## src/rtl/vga_pkg.sv

```systemverilog
// 640x480@60 raster timing constants shared by the VGA path.
// DEF_* are the defaults; the derived totals and sync windows follow from them.
package vga_pkg;

  localparam int DEF_CLK_DIV  = 4;
  localparam int DEF_H_DISP   = 640;
  localparam int DEF_H_FP     = 16;
  localparam int DEF_H_SYNC   = 96;
  localparam int DEF_H_BP     = 48;
  localparam int DEF_V_DISP   = 480;
  localparam int DEF_V_FP     = 10;
  localparam int DEF_V_SYNC   = 2;
  localparam int DEF_V_BP     = 33;
  localparam int DEF_PIPE_DLY = 1;

  localparam int H_TOTAL      = DEF_H_DISP + DEF_H_FP + DEF_H_SYNC + DEF_H_BP;
  localparam int V_TOTAL      = DEF_V_DISP + DEF_V_FP + DEF_V_SYNC + DEF_V_BP;
  localparam int H_SYNC_START = DEF_H_DISP + DEF_H_FP;
  localparam int H_SYNC_END   = H_SYNC_START + DEF_H_SYNC;
  localparam int V_SYNC_START = DEF_V_DISP + DEF_V_FP;
  localparam int V_SYNC_END   = V_SYNC_START + DEF_V_SYNC;

  typedef logic [9:0] cnt_t;

  // Half-open window test [lo, hi) on unsigned counter values.
  function automatic logic in_window(cnt_t pos, cnt_t lo, cnt_t hi);
    return (pos >= lo) && (pos < hi);
  endfunction

endpackage

```

## src/rtl/sig_delay_line.sv

```systemverilog
// Async-reset shift register of DEPTH stages; DEPTH=0 is a plain wire.
// Every stage resets to RST_VAL so a reset never leaves a stale pulse in flight.
module sig_delay_line #(
  parameter int               WIDTH   = 1,
  parameter int               DEPTH   = 1,
  parameter logic [WIDTH-1:0] RST_VAL = '0
) (
  input  logic             clk,
  input  logic             rst_n,
  input  logic [WIDTH-1:0] data,
  output logic [WIDTH-1:0] delayed
);

  generate
    if (DEPTH == 0) begin : g_pass
      logic unused_clk_rst;
      assign unused_clk_rst = clk ^ rst_n;
      assign delayed = data;
    end else begin : g_shift
      logic [WIDTH-1:0] stage [DEPTH];

      always_ff @(posedge clk or negedge rst_n) begin
        if (!rst_n) begin
          for (int i = 0; i < DEPTH; i++) stage[i] <= RST_VAL;
        end else begin
          stage[0] <= data;
          for (int i = 1; i < DEPTH; i++) stage[i] <= stage[i-1];
        end
      end

      assign delayed = stage[DEPTH-1];
    end
  endgenerate

endmodule

```

## src/rtl/vga_timing_gen.sv

```systemverilog
// Raster scan generator: pixel-rate tick, h/v counters, frame_start, and
// active-low syncs plus visible flag delayed PIPE_DLY clks to match BRAM latency.
module vga_timing_gen
  import vga_pkg::*;
#(
  parameter int CLK_DIV  = DEF_CLK_DIV,
  parameter int H_DISP   = DEF_H_DISP,
  parameter int H_FP     = DEF_H_FP,
  parameter int H_SYNC   = DEF_H_SYNC,
  parameter int H_BP     = DEF_H_BP,
  parameter int V_DISP   = DEF_V_DISP,
  parameter int V_FP     = DEF_V_FP,
  parameter int V_SYNC   = DEF_V_SYNC,
  parameter int V_BP     = DEF_V_BP,
  parameter int PIPE_DLY = DEF_PIPE_DLY
) (
  input  logic       clk,
  input  logic       rst_n,
  output logic       pix_tick,
  output logic [9:0] h_cnt,
  output logic [9:0] v_cnt,
  output logic       frame_start,
  output logic       hsync,
  output logic       vsync,
  output logic       valid
);

  localparam int LINE_LEN    = H_DISP + H_FP + H_SYNC + H_BP;
  localparam int FRAME_LINES = V_DISP + V_FP + V_SYNC + V_BP;
  localparam int DIV_W       = (CLK_DIV > 1) ? $clog2(CLK_DIV) : 1;

  localparam logic [DIV_W-1:0] DIV_LAST = DIV_W'(CLK_DIV - 1);
  localparam cnt_t H_LAST = cnt_t'(LINE_LEN - 1);
  localparam cnt_t V_LAST = cnt_t'(FRAME_LINES - 1);
  localparam cnt_t H_VIS  = cnt_t'(H_DISP);
  localparam cnt_t V_VIS  = cnt_t'(V_DISP);
  localparam cnt_t H_SS   = cnt_t'(H_DISP + H_FP);
  localparam cnt_t H_SE   = cnt_t'(H_DISP + H_FP + H_SYNC);
  localparam cnt_t V_SS   = cnt_t'(V_DISP + V_FP);
  localparam cnt_t V_SE   = cnt_t'(V_DISP + V_FP + V_SYNC);

  generate
    if (LINE_LEN > 1024 || FRAME_LINES > 1024 || CLK_DIV < 1 || CLK_DIV > 16 ||
        PIPE_DLY < 0 || PIPE_DLY > 3) begin : g_bad_cfg
      $error("vga_timing_gen: timing does not fit 10-bit counters or parameter out of range");
    end
  endgenerate

  logic [DIV_W-1:0] div_cnt;
  logic             tick;
  cnt_t             h_nxt;
  cnt_t             v_nxt;
  logic             hsync_raw;
  logic             vsync_raw;
  logic             valid_raw;

  always_comb begin
    tick  = (div_cnt == DIV_LAST);
    h_nxt = h_cnt;
    v_nxt = v_cnt;
    if (tick) begin
      h_nxt = (h_cnt == H_LAST) ? '0 : h_cnt + 10'd1;
      if (h_cnt == H_LAST) begin
        v_nxt = (v_cnt == V_LAST) ? '0 : v_cnt + 10'd1;
      end
    end
  end

  // Raw sync/valid come from the next-state counters so they switch with h_cnt/v_cnt.
  always_ff @(posedge clk or negedge rst_n) begin
    if (!rst_n) begin
      div_cnt     <= '0;
      pix_tick    <= 1'b0;
      frame_start <= 1'b0;
      h_cnt       <= H_LAST;
      v_cnt       <= V_LAST;
      hsync_raw   <= 1'b1;
      vsync_raw   <= 1'b1;
      valid_raw   <= 1'b0;
    end else begin
      div_cnt     <= tick ? '0 : div_cnt + DIV_W'(1);
      pix_tick    <= tick;
      frame_start <= tick && (h_nxt == '0) && (v_nxt == '0);
      h_cnt       <= h_nxt;
      v_cnt       <= v_nxt;
      hsync_raw   <= !in_window(h_nxt, H_SS, H_SE);
      vsync_raw   <= !in_window(v_nxt, V_SS, V_SE);
      valid_raw   <= (h_nxt < H_VIS) && (v_nxt < V_VIS);
    end
  end

  sig_delay_line #(.WIDTH(1), .DEPTH(PIPE_DLY), .RST_VAL(1'b1)) u_hsync_dly (
    .clk(clk), .rst_n(rst_n), .data(hsync_raw), .delayed(hsync)
  );

  sig_delay_line #(.WIDTH(1), .DEPTH(PIPE_DLY), .RST_VAL(1'b1)) u_vsync_dly (
    .clk(clk), .rst_n(rst_n), .data(vsync_raw), .delayed(vsync)
  );

  sig_delay_line #(.WIDTH(1), .DEPTH(PIPE_DLY), .RST_VAL(1'b0)) u_valid_dly (
    .clk(clk), .rst_n(rst_n), .data(valid_raw), .delayed(valid)
  );

endmodule
```

## config.mk

```make
export PLATFORM = sky130hd
export DESIGN_NAME = vga_timing_gen
export DESIGN_NICKNAME = d
export VERILOG_FILES = /design/src/rtl/vga_pkg.sv /design/src/rtl/sig_delay_line.sv /design/src/rtl/vga_timing_gen.sv
export SDC_FILE = /design/constraint.sdc
export NUM_CORES = 1
export LEC_CHECK = 0
export CORE_MARGIN = 2
export CORE_UTILIZATION = 50
export DETAILED_ROUTE_END_ITERATION = 6
export DONT_BUFFER_PORTS = 1
export HOLD_SLACK_MARGIN = 0.03
export PLACE_DENSITY = 0.66
export SYNTH_ARGS = -nofsm -noshare
export SYNTH_HDL_FRONTEND = slang
export SYNTH_HIERARCHICAL = 1
export SYNTH_SLANG_ARGS = --single-unit
```

## constraint.sdc

```tcl
create_clock -name clk -period 5.2 [get_ports clk]
set_clock_uncertainty 0.1 [all_clocks]
set_input_delay 1.04 -clock clk [delete_from_list [all_inputs] [get_ports clk]]
set_output_delay 1.04 -clock clk [all_outputs]
set_load 0.05 [all_outputs]
```

==> summary.txt, run 1 <==
====================================================================================
Final number of max-transition violations                                          0
Netlist Area Pre-Place                                                  0.00184 mm^2
Final standard cell area without fillers                                0.00190 mm^2
I/O Buffers                                                                        0
Startpoint kind of the worst setup timing path                             flip-flop
DIE HEIGHT                                                                   64.6 um
Critical-path cell list                                                 ha_1 -> and2_1 -> and3_1 -> nand4_1 -> xor2_1 -> nand4_1 -> nor4_1
Cell taking the most area after synthesis                                    dfrtp_1
PD cells                                                                 225 mW/mm^2
Number of distinct library cells after synthesis                                  49
Number of gates given a new drive strength after cts                               0
Global routing usage summed across all routing layers                          0.198
Cell count after synthesis                                                       188
Dominant cells by area after synthesis                                  dfrtp_1 22%, dfstp_2 20%, xnor2_1 5.2%
CTS Buf Count                                                                      5
Data arrival at the endpoint of the critical path                            3210 ps
Worst-Skew Late Latency                                                       280 ps
Gr ovfl total                                                                      0
Synthesized net count                                                            194
Buffering stage count on the worst path with inverters included                    0
Normalized max-slew margin                                                     0.528
Count of unresolved DRC violations after routing                                   0
CTS clk-pin slew, worst paths                                                  60 ps
Non-filler cells, final                                                          233
Max_cap viols                                                                      0
Total Die Area                                                          0.00417 mm^2
Wirelength, routed                                                           3700 um
Number of post-CTS setup repair buffers                                            0
Fin crit share                                                                 0.603
Post-synth top flop                                                          dfrtp_1
RSZ-0062 raised after global routing                                              no
Synth warn                                                                         6
Buffer levels on the longest clock path                                            2
Share of the synthesized area in the top cell type                             0.218
Sequential area share after synthesis                                          0.419
Post-synth ARST share                                                           1.00
Synthesized flop and latch total                                                  30
Iteration-0 DRC count of the detailed router                                      51
Clock Tree Root                                                             clkbuf_8
Utilization of the core after routing                                          0.528
Global-route wire length before repair                                       6310 um
Slowest CP cell                                                              dfstp_2
Die Span X                                                                   64.6 um
Count of placed standard cells including taps                                    225
Number of vias after detailed routing                                           1375
Number of diodes                                                                   0
Antenna violations before repair                                                   0
Top Family by Delay on Critical Path                                    simple AND/OR/NAND/NOR gates
Setup violations, final                                                            0
WL per Instance                                                              15.9 um
Total clock sinks                                                                 30
Routed via count divided by cell count                                          5.90
Highest Clock Rate                                                           319 MHz
Total number of nets in the final design                                         190
Placed cell areas                                                       0.00181 mm^2
Number of buffers inserted for hold repair after clock tree synthesis              0
Detailed placement HPWL                                                      2680 um
Maximum number of pins on one net before global-route repair                      31
Crit path top cell by count                                                  nand4_1
TritonCTS clock tree                                                            done
Final Hold Viols                                                                   0
Status                                                                  complete, no violations
Detail Route Antenna Nets                                                          0
Crit path max fanout                                                              18
Worst Setup End Kind                                                       flip-flop
Number of top-level pins                                                          27
Largest stage delay, worst path                                               740 ps
Min-Delay Path Class                                                      reg -> reg
Fraction of layout instances using a drive strength above 1                    0.195
Final setup TNS                                                                 0 ps
Final period demand of the worst path                                        3140 ps
Design Power                                                              0.000428 W
Area added between synthesis and finish                                        3.75%
CP required                                                                  5280 ps
Drt first pass iters                                                               4
Kind of critical path                                                     reg -> reg
Mean cell area of the mapped netlist                                       9.76 um^2
Transition at the pin with the smallest max-transition slack                  708 ps
Static leakage power                                                        0.743 nW
IR Drop Worst-Case VDD                                                        139 uV
Number of levels in the clock H-tree                                               2
Number of synthesized flops with an enable pin                                     0
Routability congestion estimate from global placement                          0.887
Effective utilization at floorplan                                             0.509
Core area                                                               0.00361 mm^2
Vias in the first global route                                                  1298
Standard-cell rows                                                                22
====================================================================================
==> power by group <==
| group | switching [W] | internal, W |
|---|---|---|
| logic | 0 | 0 |
| registers | 0 | 0.000234 |
| clock network | 0.0000883 | 0.000106 |
==> synth_stat cells, types with 2 or more instances <==
library cell / count
nand2_1: 24
dfrtp_1: 16
dfstp_2: 14
nor2_1: 14
xnor2_1: 11
a21oi_1: 9
o21ai_0: 9
inv_1: 8
and3_1: 7
buf_4: 6
nand4_1: 6
nand3_1: 5
ha_1: 4
buf_6: 3
mux2i_1: 3
nand3b_1: 3
nor3_1: 3
nor4_1: 3
o22a_1: 3
a21o_1: 2
a31oi_1: 2
clkbuf_1: 2
mux2_2: 2
nand2_2: 2
o2111ai_1: 2
xor2_1: 2
==> kinds of logic after synthesis <==
family	after synthesis	synth area share
adders and majority gates	4	0.0273
AOI/OAI and AO/OA	35	0.125
muxes	5	0.0286
xor gates and xnor gates	13	0.0620
buffers and inverters	19	0.0634
and+or+nand+nor	82	0.275
DFF	30	0.419
==> registers in the layout, summed over array words and instances, names as in the netlist <==
register             count
pix_tick                 1
valid_raw                1
hsync_raw                1
vsync_raw                1
v_cnt                   10
u_vsync_dly/delayed      1
h_cnt                   10
u_valid_dly/delayed      1
u_hsync_dly/delayed      1
div_cnt                  2
frame_start              1
==> area by class of cell <==
cell class / count / area, um^2
clock buffer: 6 / 82.6
clock inverter: 2 / 12.5
fill: 338 / 1700
inverter: 8 / 30.0
multi-input combinational: 139 / 951
sequential: 30 / 768
tap: 48 / 60.1
==> metal layers <==
layer / share of wire / vias to the layer above / global-route usage
li1: - / 667 / -
met1: 0.41 / 667 / 0.252
met2: 0.51 / 39 / 0.310
met3: 0.071 / 2 / 0.0729
met4: 0.0038 / 0 / 0.0718
met5: 0 / - / 0
==> per-stage QoR <==
step	worst slack, ps	hold WS (ps)
after CTS	2060	251
final	2060	250
after global placement	2260	241
after global routing	1740	254
after detailed placement	2070	236
after floorplan	2780	231
==> placed cells by master, fill, tap and decap left out, types with 2 or more instances in the layout <==
cell type / count
xor2_1: 2
nand3_1: 5
mux2_2: 2
inv_1: 8
mux2i_1: 3
a21oi_1: 9
o21ai_0: 9
nand2_1: 24
nand3b_1: 3
clkbuf_8: 6
o22a_1: 3
o2111ai_1: 2
xnor2_1: 11
a21o_1: 2
nand4_1: 6
ha_1: 4
dfrtp_1: 16
nor4_1: 3
and3_1: 7
dfstp_2: 14
nand2_2: 2
nor3_1: 3
nor2_1: 14
a31oi_1: 2
==> final timing paths <==
kind,startpoint,endpoint,slack (ps),cells after the start
worst min register to register,valid_raw,u_valid_dly/delayed,250,0
max in group asynchronous,rst_n,v_cnt[9],4470,0
min in group asynchronous,rst_n,v_cnt[4],350,0
worst max register to register,h_cnt[0],frame_start,2060,7
worst max-delay path,h_cnt[0],frame_start,2060,7
worst min-delay path,valid_raw,u_valid_dly/delayed,250,0
Power figures use the tool's default switching activity.
==> run 2, diff against run 1 <==
- ABC_AREA: not set -> 1
- PLACE_DENSITY: 0.66 -> 0.69
- clock period: 5.2 -> 2.6 ns (I/O delays scaled with it)
==> summary.txt, run 2 <==
=====================================================================================
Detail Route Antenna Nets                                                           0   unchanged
Count of unresolved DRC violations after routing                                    0   unchanged
Worst Setup End Kind                                                        flip-flop
Antenna violations before repair                                                    0   unchanged
Max_cap viols                                                                       0   unchanged
Critical path launch point                                                   h_cnt[1]
Placed cell areas                                                        0.00194 mm^2   +7.1%
Final Hold Viols                                                                    0   unchanged
Routability congestion estimate from global placement                           0.985   +11%
Wirelength, routed                                                            3870 um   +4.7%
CP required                                                                   2730 ps   -2550 ps
Routed via count divided by cell count                                           5.11   -13%
Mean cell area of the mapped netlist                                        7.49 um^2   -23%
Global-route wire length before repair                                        6760 um   +7.1%
RSZ-0062 raised after global routing                                               no
Design Power                                                               0.000771 W   +80%
WL per Instance                                                               12.6 um   -21%
Dominant cells by area after synthesis                                   dfrtp_1 23%, dfstp_2 21%, nand2_1 13%
Total number of nets in the final design                                          266   +40%
Global routing usage summed across all routing layers                           0.219   +0.0211
Iteration-0 DRC count of the detailed router                                      118   +130%
FF-to-FF setup slack                                                           420 ps   -1650 ps
Total Die Area                                                           0.00403 mm^2   -3.5%
Detailed placement HPWL                                                       3000 um   +12%
Highest Clock Rate                                                            458 MHz   +44%
Total clock sinks                                                                  30   unchanged
Effective utilization at floorplan                                              0.526   +0.0166
Gr ovfl total                                                                       0   unchanged
Number of top-level pins                                                           27   unchanged
Final standard cell area without fillers                                 0.00203 mm^2   +6.6%
Standard-cell rows                                                                 21   -4.5%
Number of distinct library cells after synthesis                                   24   -51%
DIE HEIGHT                                                                    63.5 um   -1.7%
Launch point of the worst reg-to-reg path                                    h_cnt[1]
Clock Tree Root                                                              clkbuf_4
Worst-Skew Late Latency                                                        320 ps   +40 ps
Maximum number of pins on one net before global-route repair                       31   unchanged
CTS Buf Count                                                                       5   unchanged
Die Span X                                                                    63.5 um   -1.7%
Final setup TNS                                                                  0 ps   unchanged
Most frequent cell after synthesis                                            nand2_1
PD cells                                                                  380 mW/mm^2   +69%
Min-Delay Path Class                                                       reg -> reg
Status                                                                   complete, no violations
Static leakage power                                                          1.14 nW   +53%
Normalized max-slew margin                                                      0.663   +0.135
Final period demand of the worst path                                         2180 ps   -954 ps
Fraction of layout instances using a drive strength above 1                     0.230   +0.0353
Final number of max-transition violations                                           0   unchanged
Number of vias after detailed routing                                            1569   +14%
IR Drop Worst-Case VDD                                                         213 uV   +54%
I/O Buffers                                                                         0   unchanged
CTS clk-pin slew, worst paths                                                  100 ps   +40 ps
Start point of the worst min-delay path                                     vsync_raw
Kind of critical path                                                      reg -> reg
Total of fill cells in the finished design                                        332   -1.8%
Post-synth ARST share                                                            1.00   unchanged
Number of post-CTS setup repair buffers                                             0   unchanged
Number of levels in the clock H-tree                                                2   unchanged
Drt first pass iters                                                                4   unchanged
Sequential area share after synthesis                                           0.435   +0.0160
Synth warn                                                                          6   unchanged
Transition at the pin with the smallest max-transition slack                   506 ps   -202 ps
List of most frequent post-synthesis cells                               60 x nand2_1, 50 x inv_1, 27 x nand3_1, 22 x nor2_1, 16 x dfrtp_1
Number of synthesized flops with an enable pin                                      0   unchanged
Buffer levels on the longest clock path                                             2   unchanged
Most frequent standard cell in the layout excluding fill and tap cells        nand2_1
Synthesized flop and latch total                                                   30   unchanged
Core area                                                                0.00336 mm^2   -6.7%
Area added between synthesis and finish                                         14.9%
Cell count after synthesis                                                        236   +26%
Data arrival at the endpoint of the critical path                             2310 ps   -900 ps
Fin crit share                                                                  0.839   +0.236
Commonest cells after routing, fill and taps aside                       60 x nand2_1, 50 x inv_1, 27 x nand3_1
Netlist Area Pre-Place                                                   0.00177 mm^2   -3.7%
TritonCTS clock tree                                                             done
Number of diodes                                                                    0   unchanged
Hold WS                                                                        260 ps   +9.99 ps
Vias in the first global route                                                   1512   +16%
Synthesized net count                                                             242   +25%
Cell taking the most area after synthesis                                     dfrtp_1
Startpoint kind of the worst setup timing path                              flip-flop
Post-synth top flop                                                           dfrtp_1
Largest registers                                                        h_cnt (10), v_cnt (10), div_cnt (2)
Share of the synthesized area in the top cell type                              0.226   +0.00834
Crit path max fanout                                                               12   -6
Setup violations, final                                                             0   unchanged
=====================================================================================
## run 2: routing by layer
metal,GRT usage,up-vias,wire [um],part of all wire
met5,0,-,0,0
met4,0.0978,0,63,0.016
met3,0.0625,6,319,0.082
met2,0.346,61,1870,0.48
met1,0.279,718,1610,0.42
li1,-,784,-,-
## run 2: area by class of cell
type	instances	area, um^2	area share
Tap cell	46	57.6	0.0283
Sequential cell	30	768	0.378
Multi-Input combinational cell	154	796	0.392
Timing Repair Buffer	19	158	0.0776
Inverter	50	188	0.0924
Clock inverter	2	12.5	0.00616
Clock buffer	6	51.3	0.0253
## run 2: power breakdown
part | switching (W) | internal, W
registers | 0 | 0.000467
logic | 0.00000916 | 0.00000409
clock network | 0.000160 | 0.000130
total | 0.000169 | 0.000601
## run 2: worst paths after layout
path,to,cells after the start
setup / recovery,valid_raw,12
hold / removal,u_vsync_dly/delayed,0
setup reg to reg,valid_raw,12
hold reg to reg,u_vsync_dly/delayed,0
max in group asynchronous,v_cnt[9],2
min in group asynchronous,v_cnt[1],2
## run 2: cell families (layout without fill, tap and decap cells)
family / after synthesis / after routing / synth area share
buf+inv: 52 / 77 / 0.115
flops: 30 / 30 / 0.435
simple gates: 141 / 141 / 0.395
fa+ha+maj: 4 / 4 / 0.0283
compound gates: 9 / 9 / 0.0269
## run 2: critical path, cell delays in order (launching register included)
cell and delay, ps:
dfstp_2 540, ha_1 170, nand2_2 110, nor2_8 140, nand3_4 110, nor2_4 290
nand2_1 110, o21ai_0 160, nand2_1 110, inv_1 80, nand3_1 80, nand2_1 60
inv_1 30
## run 2: timing repair
item,in CTS,in global routing
hold buffers,2,0
resized for setup,0,0
hold endpoints to repair,30,0
## run 2: per-stage QoR
step | worst slack, ps | std cells | util
2_1_floorplan | 435 | 236 | -
3_3_place_gp | 472 | 297 | 0.576
3_5_place_dp | 410 | 297 | 0.576
4_1_cts | 392 | 307 | 0.604
5_1_grt | 223 | 307 | 0.604
6_report | 418 | 307 | 0.604
==> run 3, diff against run 2 <==
- clock period: 2.6 -> 1.9 ns (I/O delays scaled with it)
==> summary.txt, run 3 (same netlist as run 2, synthesis figures left out) <==
=====================================================================================
Commonest cells after routing, fill and taps aside                       54 x nand2_1, 52 x buf_4, 47 x inv_1
Non-filler cells, final                                                           346   +13%
Global routing usage summed across all routing layers                           0.238   +0.0192
Die Span X                                                                    63.5 um   unchanged
Total number of nets in the final design                                          305   +15%
Endpoint of the worst hold path                                          u_vsync_dly/delayed
Data arrival at the endpoint of the critical path                             2170 ps   -140 ps
Final period demand of the worst path                                         2020 ps   -157 ps
Standard-cell rows                                                                 21   unchanged
Area added between synthesis and finish                                         39.4%
Normalized max-slew margin                                                      0.690   +0.0269
DIE HEIGHT                                                                    63.5 um   unchanged
Max_cap viols                                                                       0   unchanged
Static leakage power                                                          1.37 nW   +21%
WL per Instance                                                               12.6 um   -0.29%
Fin crit share                                                                   1.07   +0.226
Number of cells traversed by the worst hold path                                    0   unchanged
Depth of the worst register-to-register path                                       13   +1
PD cells                                                                  431 mW/mm^2   +14%
Maximum number of pins on one net before global-route repair                       31   unchanged
Final number of max-transition violations                                           0   unchanged
IR Drop Worst-Case VDD                                                         335 uV   +57%
Worst Setup End Kind                                                        flip-flop
Critical R2R Capture                                                        valid_raw
Startpoint kind of the worst setup timing path                              flip-flop
Crit path max fanout                                                               12   unchanged
Wirelength, routed                                                            4350 um   +12%
Most frequent standard cell in the layout excluding fill and tap cells        nand2_1
Total clock sinks                                                                  30   unchanged
Top Family by Delay on Critical Path                                       flip-flops
Transition at the pin with the smallest max-transition slack                   466 ps   -40.0 ps
I/O Buffers                                                                         0   unchanged
Iteration-0 DRC count of the detailed router                                       69   -42%
Effective utilization at floorplan                                              0.526   unchanged
Violations in the final reports                                          negative setup slack
Kind of critical path                                                      reg -> reg
Min-Delay Path Class                                                       reg -> reg
Count of unresolved DRC violations after routing                                    0   unchanged
Status                                                                   finished with violations
Number of levels in the clock H-tree                                                2   unchanged
Core area                                                                0.00336 mm^2   unchanged
Clock Tree Root                                                              clkbuf_4
Buffering stage count on the worst path with inverters included                     3   +1
Setup violations, final                                                             3   +3
Global-route wire length before repair                                        7400 um   +9.5%
FF-to-FF setup slack                                                          -120 ps   -540 ps
Routability congestion estimate from global placement                           0.924   -6.2%
Total of fill cells in the finished design                                        277   -17%
Largest registers                                                        h_cnt (10), v_cnt (10), div_cnt (2)
Placed cell areas                                                        0.00226 mm^2   +17%
Slowest CP cell                                                               dfstp_4
Largest stage delay, worst path                                                650 ps   +110 ps
Design Power                                                                0.00106 W   +38%
Final standard cell area without fillers                                 0.00246 mm^2   +21%
Number of top-level pins                                                           27   unchanged
CP required                                                                   2040 ps   -690 ps
CTS Buf Count                                                                       5   unchanged
TritonCTS clock tree                                                             done
Total Die Area                                                           0.00403 mm^2   unchanged
PnR worst setup slack                                                         -125 ps   -543 ps
Worst-Skew Late Latency                                                        330 ps   about the same
Drt first pass iters                                                                4   unchanged
Routed via count divided by cell count                                           4.85   -5.1%
Antenna violations before repair                                                    0   unchanged
Gr ovfl total                                                                       0   unchanged
Count of placed standard cells including taps                                     335   +13%
Highest Clock Rate                                                            494 MHz   +7.8%
Utilization of the core after routing                                           0.733   +0.129
Critical-path cell list                                                  ha_4 -> nand2_4 -> nor2_8 -> nand3_4 -> nor2_4 -> buf_12 -> nand2_2 -> o21ai_1 -> nand2_1 -> inv_1 -> nand3_1 -> nand2_1 -> inv_1
Buffer levels on the longest clock path                                             2   unchanged
Vias in the first global route                                                   1615   +6.8%
Detail Route Antenna Nets                                                           0   unchanged
RSZ-0062 raised after global routing                                              yes
Number of diodes                                                                    0   unchanged
CTS clk-pin slew, worst paths                                                  100 ps   about the same
Launch point of the worst reg-to-reg path                                    h_cnt[0]
Number of vias after detailed routing                                            1678   +6.9%
Detailed placement HPWL                                                       3340 um   +12%
Multi-input gate area in the final layout                                    906 um^2   +14%
Fraction of layout instances using a drive strength above 1                     0.397   +0.167
Sequential cell area                                                         776 um^2   +0.98%
Final Hold Viols                                                                    0   unchanged
Start point of the worst min-delay path                                     vsync_raw
=====================================================================================
[run 3: final cells by class]
type / instances / area share
Sequential cell: 30 / 0.315
Multi-Input combinational cell: 154 / 0.368
Clock buffer: 6 / 0.0208
Clock inverter: 2 / 0.00508
Inverter: 50 / 0.0761
Tap cell: 46 / 0.0234
Timing Repair Buffer: 58 / 0.192
[run 3: timing repair]
| action | CTS | global route |
|---|---|---|
| endpoints found under the setup margin | 5 | 10 |
| pin swaps | 3 | 5 |
| hold endpoints to repair | 30 | 0 |
| setup buffers | 0 | 2 |
| hold buffers | 2 | 0 |
| gates resized for setup | 6 | 26 |
[run 3: worst max-delay path by stage]
stage | from | end | slack, ps | depth (start not counted)
global route | h_cnt[0] | frame_start | -240 | 12
CTS | h_cnt[0] | valid_raw | -130 | 13
global placement | h_cnt[0] | valid_raw | -120 | 13
finish | h_cnt[0] | valid_raw | -120 | 13
floorplan | v_cnt[1] | valid_raw | -180 | 12
detailed placement | h_cnt[0] | valid_raw | -170 | 13
[run 3: power breakdown]
group	switching, W	total, W	leakage [nW]	internal, W
registers	0	0.000639	0.357	0.000639
clock network	0.000228	0.000405	0.0343	0.000178
logic	0.0000126	0.0000182	0.981	0.00000558
total	0.000240	0.00106	1.37	0.000823
[run 3: routing by layer]
layer	track usage	share of wire	wire length (um)	vias up
met5	0	0	0	-
met4	0.0870	0.015	64	0
met3	0.0571	0.052	226	5
met2	0.403	0.51	2200	40
met1	0.296	0.43	1860	778
li1	-	-	-	855
[run 3: through the flow]
stage,setup WS (ps),hold WS (ps),TNS (ps)
2_1_floorplan,-178,-15.6,-410
3_3_place_gp,-117,-15.0,-301
3_5_place_dp,-166,-15.0,-403
4_1_cts,-132,262,-372
5_1_grt,-236,256,-992
6_report,-125,260,-319
